==> config.mk <==
export PLATFORM = sky130hd
export DESIGN_NAME = mem_wb_stage
export DESIGN_NICKNAME = d
export VERILOG_FILES = /design/src/rtl/mem_wb_stage.sv
export SDC_FILE = /design/constraint.sdc
export NUM_CORES = 1
export LEC_CHECK = 0
export CORE_MARGIN = 2
export CORE_UTILIZATION = 39
export DETAILED_ROUTE_END_ITERATION = 10
export PLACE_DENSITY = 0.84
export SYNTH_ARGS = -nofsm -noshare
export SYNTH_HDL_FRONTEND = slang
export SYNTH_SLANG_ARGS = --single-unit
export TNS_END_PERCENT = 100
==> constraint.sdc <==
create_clock -name clk -period 1.8 [get_ports clk]
set_clock_uncertainty 0.1 [all_clocks]
set_input_delay 0.36 -clock clk [delete_from_list [all_inputs] [get_ports clk]]
set_output_delay 0.36 -clock clk [all_outputs]
set_load 0.005 [all_outputs]
==> src/rtl/mem_wb_stage.sv <==
// MEM/WB pipeline register: holds one instruction's writeback candidates, aligns load data,
// and counts retired register writes. Define MEM_WB_MISALIGN_CHK_EN to enable misaligned-load flagging.
module mem_wb_stage #(
  parameter int DataWidth = 32
) (
  input  logic                 clk,
  input  logic                 rst_n,
  input  logic                 flush,
  input  logic                 in_valid,
  output logic                 in_ready,
  input  logic [DataWidth-1:0] in_alu,
  input  logic [DataWidth-1:0] in_mem_rdata,
  input  logic [DataWidth-1:0] in_pc4,
  input  logic [DataWidth-1:0] in_imm,
  input  logic [2:0]           in_funct3,
  input  logic [1:0]           in_wb_sel,
  input  logic [4:0]           in_rd,
  input  logic                 in_we,
  output logic                 out_valid,
  input  logic                 out_ready,
  output logic [DataWidth-1:0] wb_alu,
  output logic [DataWidth-1:0] wb_load,
  output logic [DataWidth-1:0] wb_pc4,
  output logic [DataWidth-1:0] wb_imm,
  output logic [1:0]           wb_sel,
  output logic [4:0]           wb_rd,
  output logic                 wb_we,
  output logic                 wb_misalign,
  output logic [31:0]          retire_cnt
);

  function automatic logic [DataWidth-1:0] align_load(input logic [2:0]           f3,
                                                      input logic [1:0]           off,
                                                      input logic [DataWidth-1:0] word);
    logic signed [7:0]  b;
    logic signed [15:0] h;
    logic [DataWidth-1:0] r;
    case (off)
      2'd0:    b = word[7:0];
      2'd1:    b = word[15:8];
      2'd2:    b = word[23:16];
      default: b = word[31:24];
    endcase
    h = off[1] ? word[31:16] : word[15:0];
    case (f3)
      3'b000:  r = DataWidth'(b);
      3'b100:  r = {24'd0, b};
      3'b001:  r = DataWidth'(h);
      3'b101:  r = {16'd0, h};
      3'b010:  r = word;
      default: r = '0;
    endcase
    return r;
  endfunction

`ifdef MEM_WB_MISALIGN_CHK_EN
  function automatic logic misaligned(input logic [1:0] sel, input logic [2:0] f3,
                                      input logic [1:0] off);
    logic m;
    m = 1'b0;
    if (sel == 2'b01) begin
      if ((f3 == 3'b001 || f3 == 3'b101) && off[0]) m = 1'b1;
      if (f3 == 3'b010 && off != 2'd0)              m = 1'b1;
    end
    return m;
  endfunction
`endif

  logic                 vld_p1;
  logic [DataWidth-1:0] alu_p1, load_p1, pc4_p1, imm_p1;
  logic [1:0]           sel_p1;
  logic [4:0]           rd_p1;
  logic                 we_p1;
  logic                 mis_p1;
  logic [31:0]          cnt_p1;
  logic                 accept, retire;

  assign in_ready = !vld_p1 | out_ready;
  assign accept   = in_valid & in_ready & !flush;
  assign retire   = vld_p1 & out_ready;

  // ---- p0 -> p1: accept into the holding register ----
  always_ff @(posedge clk or negedge rst_n) begin
    if (!rst_n) begin
      vld_p1  <= 1'b0;
      alu_p1  <= '0;
      load_p1 <= '0;
      pc4_p1  <= '0;
      imm_p1  <= '0;
      sel_p1  <= '0;
      rd_p1   <= '0;
      we_p1   <= 1'b0;
    end else if (flush) begin
      vld_p1  <= 1'b0;
    end else if (accept) begin
      vld_p1  <= 1'b1;
      alu_p1  <= in_alu;
      load_p1 <= align_load(in_funct3, in_alu[1:0], in_mem_rdata);
      pc4_p1  <= in_pc4;
      imm_p1  <= in_imm;
      sel_p1  <= in_wb_sel;
      rd_p1   <= in_rd;
      we_p1   <= in_we;
    end else if (retire) begin
      vld_p1  <= 1'b0;
    end
  end

`ifdef MEM_WB_MISALIGN_CHK_EN
  always_ff @(posedge clk or negedge rst_n) begin
    if (!rst_n)                mis_p1 <= 1'b0;
    else if (!flush && accept) mis_p1 <= misaligned(in_wb_sel, in_funct3, in_alu[1:0]);
  end
`else
  assign mis_p1 = 1'b0;
`endif

  // A retire coinciding with flush still counts, so this ignores flush.
  always_ff @(posedge clk or negedge rst_n) begin
    if (!rst_n)               cnt_p1 <= '0;
    else if (retire && wb_we) cnt_p1 <= cnt_p1 + 32'd1;
  end

  assign out_valid   = vld_p1;
  assign wb_alu      = alu_p1;
  assign wb_load     = load_p1;
  assign wb_pc4      = pc4_p1;
  assign wb_imm      = imm_p1;
  assign wb_sel      = sel_p1;
  assign wb_rd       = rd_p1;
  assign wb_misalign = vld_p1 & mis_p1;
  assign wb_we       = vld_p1 & we_p1 & (rd_p1 != 5'd0) & !mis_p1;
  assign retire_cnt  = cnt_p1;

endmodule

Yosys cells after proc, flatten, opt, wreduce, memory -nomap -nowiden
Index checks and enable logic that the tools add are counted.
Word-level totals
  flip-flop bits (word level): 169
  bits in latches: 0
  memory bits (writable): 0
  ROM bits: 0
  input bits: 144
  output and inout bits: 171
  logic and storage cells: 37
  memories kept: 0
Operators by class
  add/subtract/negate cells: 1
  multipliers: 0
  divide/modulo/power cells: 0
  order comparisons: 0
  equal/unequal tests: 6
  shift-type cells: 0
  muxes and demuxes: 6
  bitwise logic cells: 7
  reductions and logical operators: 8
Operators with widths (count)
  case mux 32 bit (5 select lines): 1
  adder 32 x 1 -> 32 bit, second input constant: 1
  case mux 8 bit (3 select lines): 1
  two-way mux 16 bit: 1
  equality test 3 bit, second input constant: 2
  bitwise AND 1 bit: 5
  nonzero test 5 bit: 1
  equality test 3 x 1 -> 1 bit, second input constant: 1
  equality test 3 x 2 -> 1 bit, second input constant: 1
  zero test 3 bit: 1
  two-way mux 1 bit: 3
  nonzero test 3 bit: 1
  equality test 2 x 1 -> 1 bit, second input constant: 1
  equality test 2 bit, second input constant: 1
  zero test 1 bit: 2
  zero test 2 bit: 1
  AND reduction 2 bit: 1
  logical AND 1 bit: 1
  inverter 1 bit: 1
  OR 1 bit: 1

Logic depth before layout (Yosys ltp)
  word-level depth: 6
  mapped depth: 8
  gate-level depth less buffers: 5

Worst setup path before layout
Ideal clock, no wire load.
  path kind: register to register
  start: reg rd_p1[0], in the netlist wb_rd[0]
  end: reg cnt_p1[27], in the netlist retire_cnt[27]
  library setup time: 0.138 ns
  data arrival time: 1.539 ns
  required time: 1.562 ns
  path slack: 0.023 ns
  stages on the path, launching flop included: 6
  path buffers: 1
  period minus slack after synthesis: 1.777 ns
  path through: dfrtp_1 -> or4_4 -> o211ai_4 -> buf_6 -> nor4_1 -> xor2_1
On the way
  cells in the longest elaborated chain, start to end: 3
RTL lines
  from (decl): line 72  | logic [4:0] rd_p1;
  from (signal assigned): line 102  | rd_p1 <= in_rd;
  nonzero test 5 bit: line 132  | assign wb_we = vld_p1 & we_p1 & (rd_p1 != 5'd0) & !mis_p1;
  bitwise AND 1 bit: line 132
  logical AND 1 bit: line 121  | else if (retire && wb_we) cnt_p1 <= cnt_p1 + 32'd1;
  to (signal assigned): line 121
  to (decl): line 75  | logic [31:0] cnt_p1;
Every way passes these cells.
A chain may end at the register's enable or synchronous reset.

Final worst setup path
  start: reg rd_p1[0], in the netlist wb_rd[0]
  end: out wb_we
On the way
  cells in the longest elaborated chain, start to end: 2
RTL lines
  nonzero test 5 bit: line 132
  bitwise AND 1 bit: line 132
  to (decl): line 27  | output logic wb_we,
Every way passes these cells.

==> out/results.ini <==
[clock_tree]
clock_tree.buffer_depth = 2
insertion_delay_ns = 0.42
cts_tree = yes
numCtsBuffers = 17
cts.sinks = 169
root_buffer = clkbuf_16
cts_htree_levels = 4
path_clk_slew_ns = 0.07

[final_layout]
final_layout_size_suffix_gt1_share_pct = 17.8
layout_commonest_cell = nand2_1
area_delta_synth_final_pct = 71.0
final_cell_mix = 356 x nand2_1, 235 x clkdlybuf4s50_1, 169 x dfrtp_1
fin_nets = 1341

[grt]
grt_antenna_before_repair = 1
grt_pass1_vias = 7344
grt_max_degree = 48
grt_overflow = 0
grt_pass1_wl_mm = 38.2
grt_util_all_layers_pct = 24.3

[floorplanning]
coreArea_mm2 = 0.0186
die_x_um = 141
initial_core_util_pct = 39.6
die_area_mm2 = 0.0200
rows = 50
io_pins = 315
die_y_um = 141

[worst_setup_path]
crit_type = reg2out
worst-path-max-fanout = 2
critical-path-max-stage-delay_ns = 0.55
reg2reg_from = wb_rd[0]$_DFFE_PN0P_
cp_cell_sequence = or4_4 > o211a_1 > buf_2
startpoint = wb_rd[0]$_DFFE_PN0P_
required_ns = 1.34
cp-end-kind = output pin
crit_path_top_delay_cell = or4_4
rr_worst_depth = 8
crit_arrival_ns = 1.71
path_delay_family = simple AND/OR/NAND/NOR gates
reg2reg_slack_ns = -0.36
r2r-end = retire_cnt[17]$_DFFE_PN0P_
worstSetupStartpointType = register
crit_buf_inv = 1

[sta]
finalHoldViolCount = 0
fin_tns_setup_ns = -8.85
max_freq_mhz = 460
period_share_pct = 121
hold_ws_ns = 0.312
final.setup.worst_slack_ns = -0.374
drv_slew = 0
fin_crit_ns = 2.17
rsz0062_at_grt = true
setup_violations = 32

[placed_design]
io_buffers = 313
dpl.hpwl_mm = 17.9
gp_congestion = 0.944
pre_cts_ws_ns = -0.561

[outcome]
status = complete, but fails checks
violations = setup timing

[flow_run]
drv_cap = 0

[pwr]
seqPwrFrac_pct = 42.9
p_leak_nw = 6.85
ir_drop_mv = 0.641
pwr-share-clk_pct = 33.1
netSwitchingFraction_pct = 27.1
internal_power_w = 0.00765
switchingPower_w = 0.00284
comb_power_share_pct = 24.0
finalPower_w = 0.0105
power_density_mw_per_mm2 = 834

[drt]
wl_mm = 24.8
drtIter0Drc = 432
ant_nets = 0
wire_per_inst_um = 17.2
vias = 7312
dr.pass1.iters = 5
drt-vias-per-instance = 5.06
route.detailed.drc = 0

[logic_synthesis]
synth_nets = 906
ys_seq_area_share_pct = 57.5
synth_fa_ha_area_share_pct = 0.170
syn_avg_cell_area_um2 = 9.66
synthArstFlopShare_pct = 100
ys_seq_elements = 169
synth_compound_area_share_pct = 7.62
synthSimpleGateAreaFrac_pct = 24.3
syn_area_mm2 = 0.00735
syn_inst = 761
yosysWarnings = 0
synth_ff_type = dfrtp_1
synth_top_family_by_area = simple AND/OR/NAND/NOR gates
synth-edff-count = 0
yosys-mux-area-fraction_pct = 2.76
ys_types = 44
synthXorXnorAreaFrac_pct = 3.69

[worst_hold_path]
min_path_type = in2async

[final cells by class]
type,instances,area (um2)
diodes,1,2.50
clock buffers,21,470
clock inverters,11,87.6
fillers,1366,6000
inverters,7,26.3
multi-input cells,540,2920
flip-flops and latches,169,4230
well taps,234,293
repair buffers,461,4550
[per-layer routing]
layer | up-vias | part of all wire (%) | GRT usage (%)
met5 | - | 0 | 0
met4 | 0 | 2.9 | 8.47
met3 | 51 | 8.3 | 6.92
met2 | 358 | 52 | 42.8
met1 | 3531 | 37 | 28.4
li1 | 3372 | - | -
[flip-flops by register name, summed over array words and instances (netlist names)]
name        count
wb_sel          2
wb_rd           5
we_p1           1
wb_load        32
wb_imm         32
wb_pc4         32
out_valid       1
retire_cnt     32
wb_alu         32
[power by group through the flow]
stage	sequential, W	combinational, W	clock, W
5_1_grt	0.00455	0.00272	0.00372
4_1_cts	0.00451	0.00253	0.00353
2_1_floorplan	0.00462	0.000621	0
3_3_place_gp	0.00456	0.00242	0
3_5_place_dp	0.00458	0.00248	0
6_report	0.00450	0.00252	0.00347
[worst max path at each step]
stage / end / slack, ns / depth (start not counted)
floorplan: retire_cnt[27]$_DFFE_PN0P_ / 0.02 / 5
global placement: wb_load[5]$_DFFE_PN0P_ / -0.54 / 6
detailed placement: wb_load[5]$_DFFE_PN0P_ / -0.56 / 6
CTS: wb_we / -0.38 / 3
global route: wb_we / -0.42 / 3
finish: wb_we / -0.37 / 3
[Yosys cell counts, drive strengths merged, types with 2 or more instances]
master / number / share of area, %
nand3: 9 / 0.61
buf: 34 / 2.9
and4: 7 / 0.83
nand4: 3 / 0.34
nor3b: 3 / 0.46
nor3: 18 / 1.2
o21ai: 16 / 1.1
dfrtp: 169 / 58
nor2: 9 / 0.46
a21o: 16 / 1.6
nand2: 357 / 18
o2111ai: 2 / 0.41
nand4b: 2 / 0.24
mux4: 8 / 2.4
and3: 4 / 0.34
a222oi: 8 / 1.1
nand3b: 2 / 0.26
and2: 4 / 0.34
clkbuf: 11 / 0.56
nor4: 5 / 0.43
xor2: 25 / 3.0
inv: 7 / 0.36
a221oi: 7 / 1.4
xnor2: 6 / 0.71
a31oi: 16 / 1.4
mux2: 2 / 0.31
[metrics by stage]
step	util, %	instances	area [um2]
after CTS	66.5	1430	12400
after detailed placement	62.1	1372	11500
after global placement	62.1	1372	11500
after global routing	67.7	1444	12600
after floorplan	-	761	7350
final	67.7	1444	12600
[cell families (layout without fill, tap and decap cells)]
family | after synthesis | after routing
other | 1 | 2
AOI/OAI and AO/OA | 69 | 69
DFF | 169 | 169
xor gates and xnor gates | 31 | 31
and+or+nand+nor | 428 | 428
muxes | 10 | 10
adders and majority gates | 1 | 1
buffers and inverters | 52 | 500
[worst reg2reg max path, delay by kind of cell (launching register included)]
family / cells / cell delay [ns]
simple gates: 2 / 0.62
buf+inv: 4 / 0.54
flops: 1 / 0.37
compound gates: 1 / 0.25
xor+xnor: 1 / 0.16
[timing repair]
action / 4_1_cts / 5_1_grt
gates cloned: 2 / 0
gates resized for setup: 47 / 56
setup buffers: 23 / 16
endpoints found under the setup margin: 82 / 91
pin swaps: 4 / 5
hold endpoints to repair: 37 / 0
hold buffers: 1 / 0
Power figures use the tool's default switching activity.
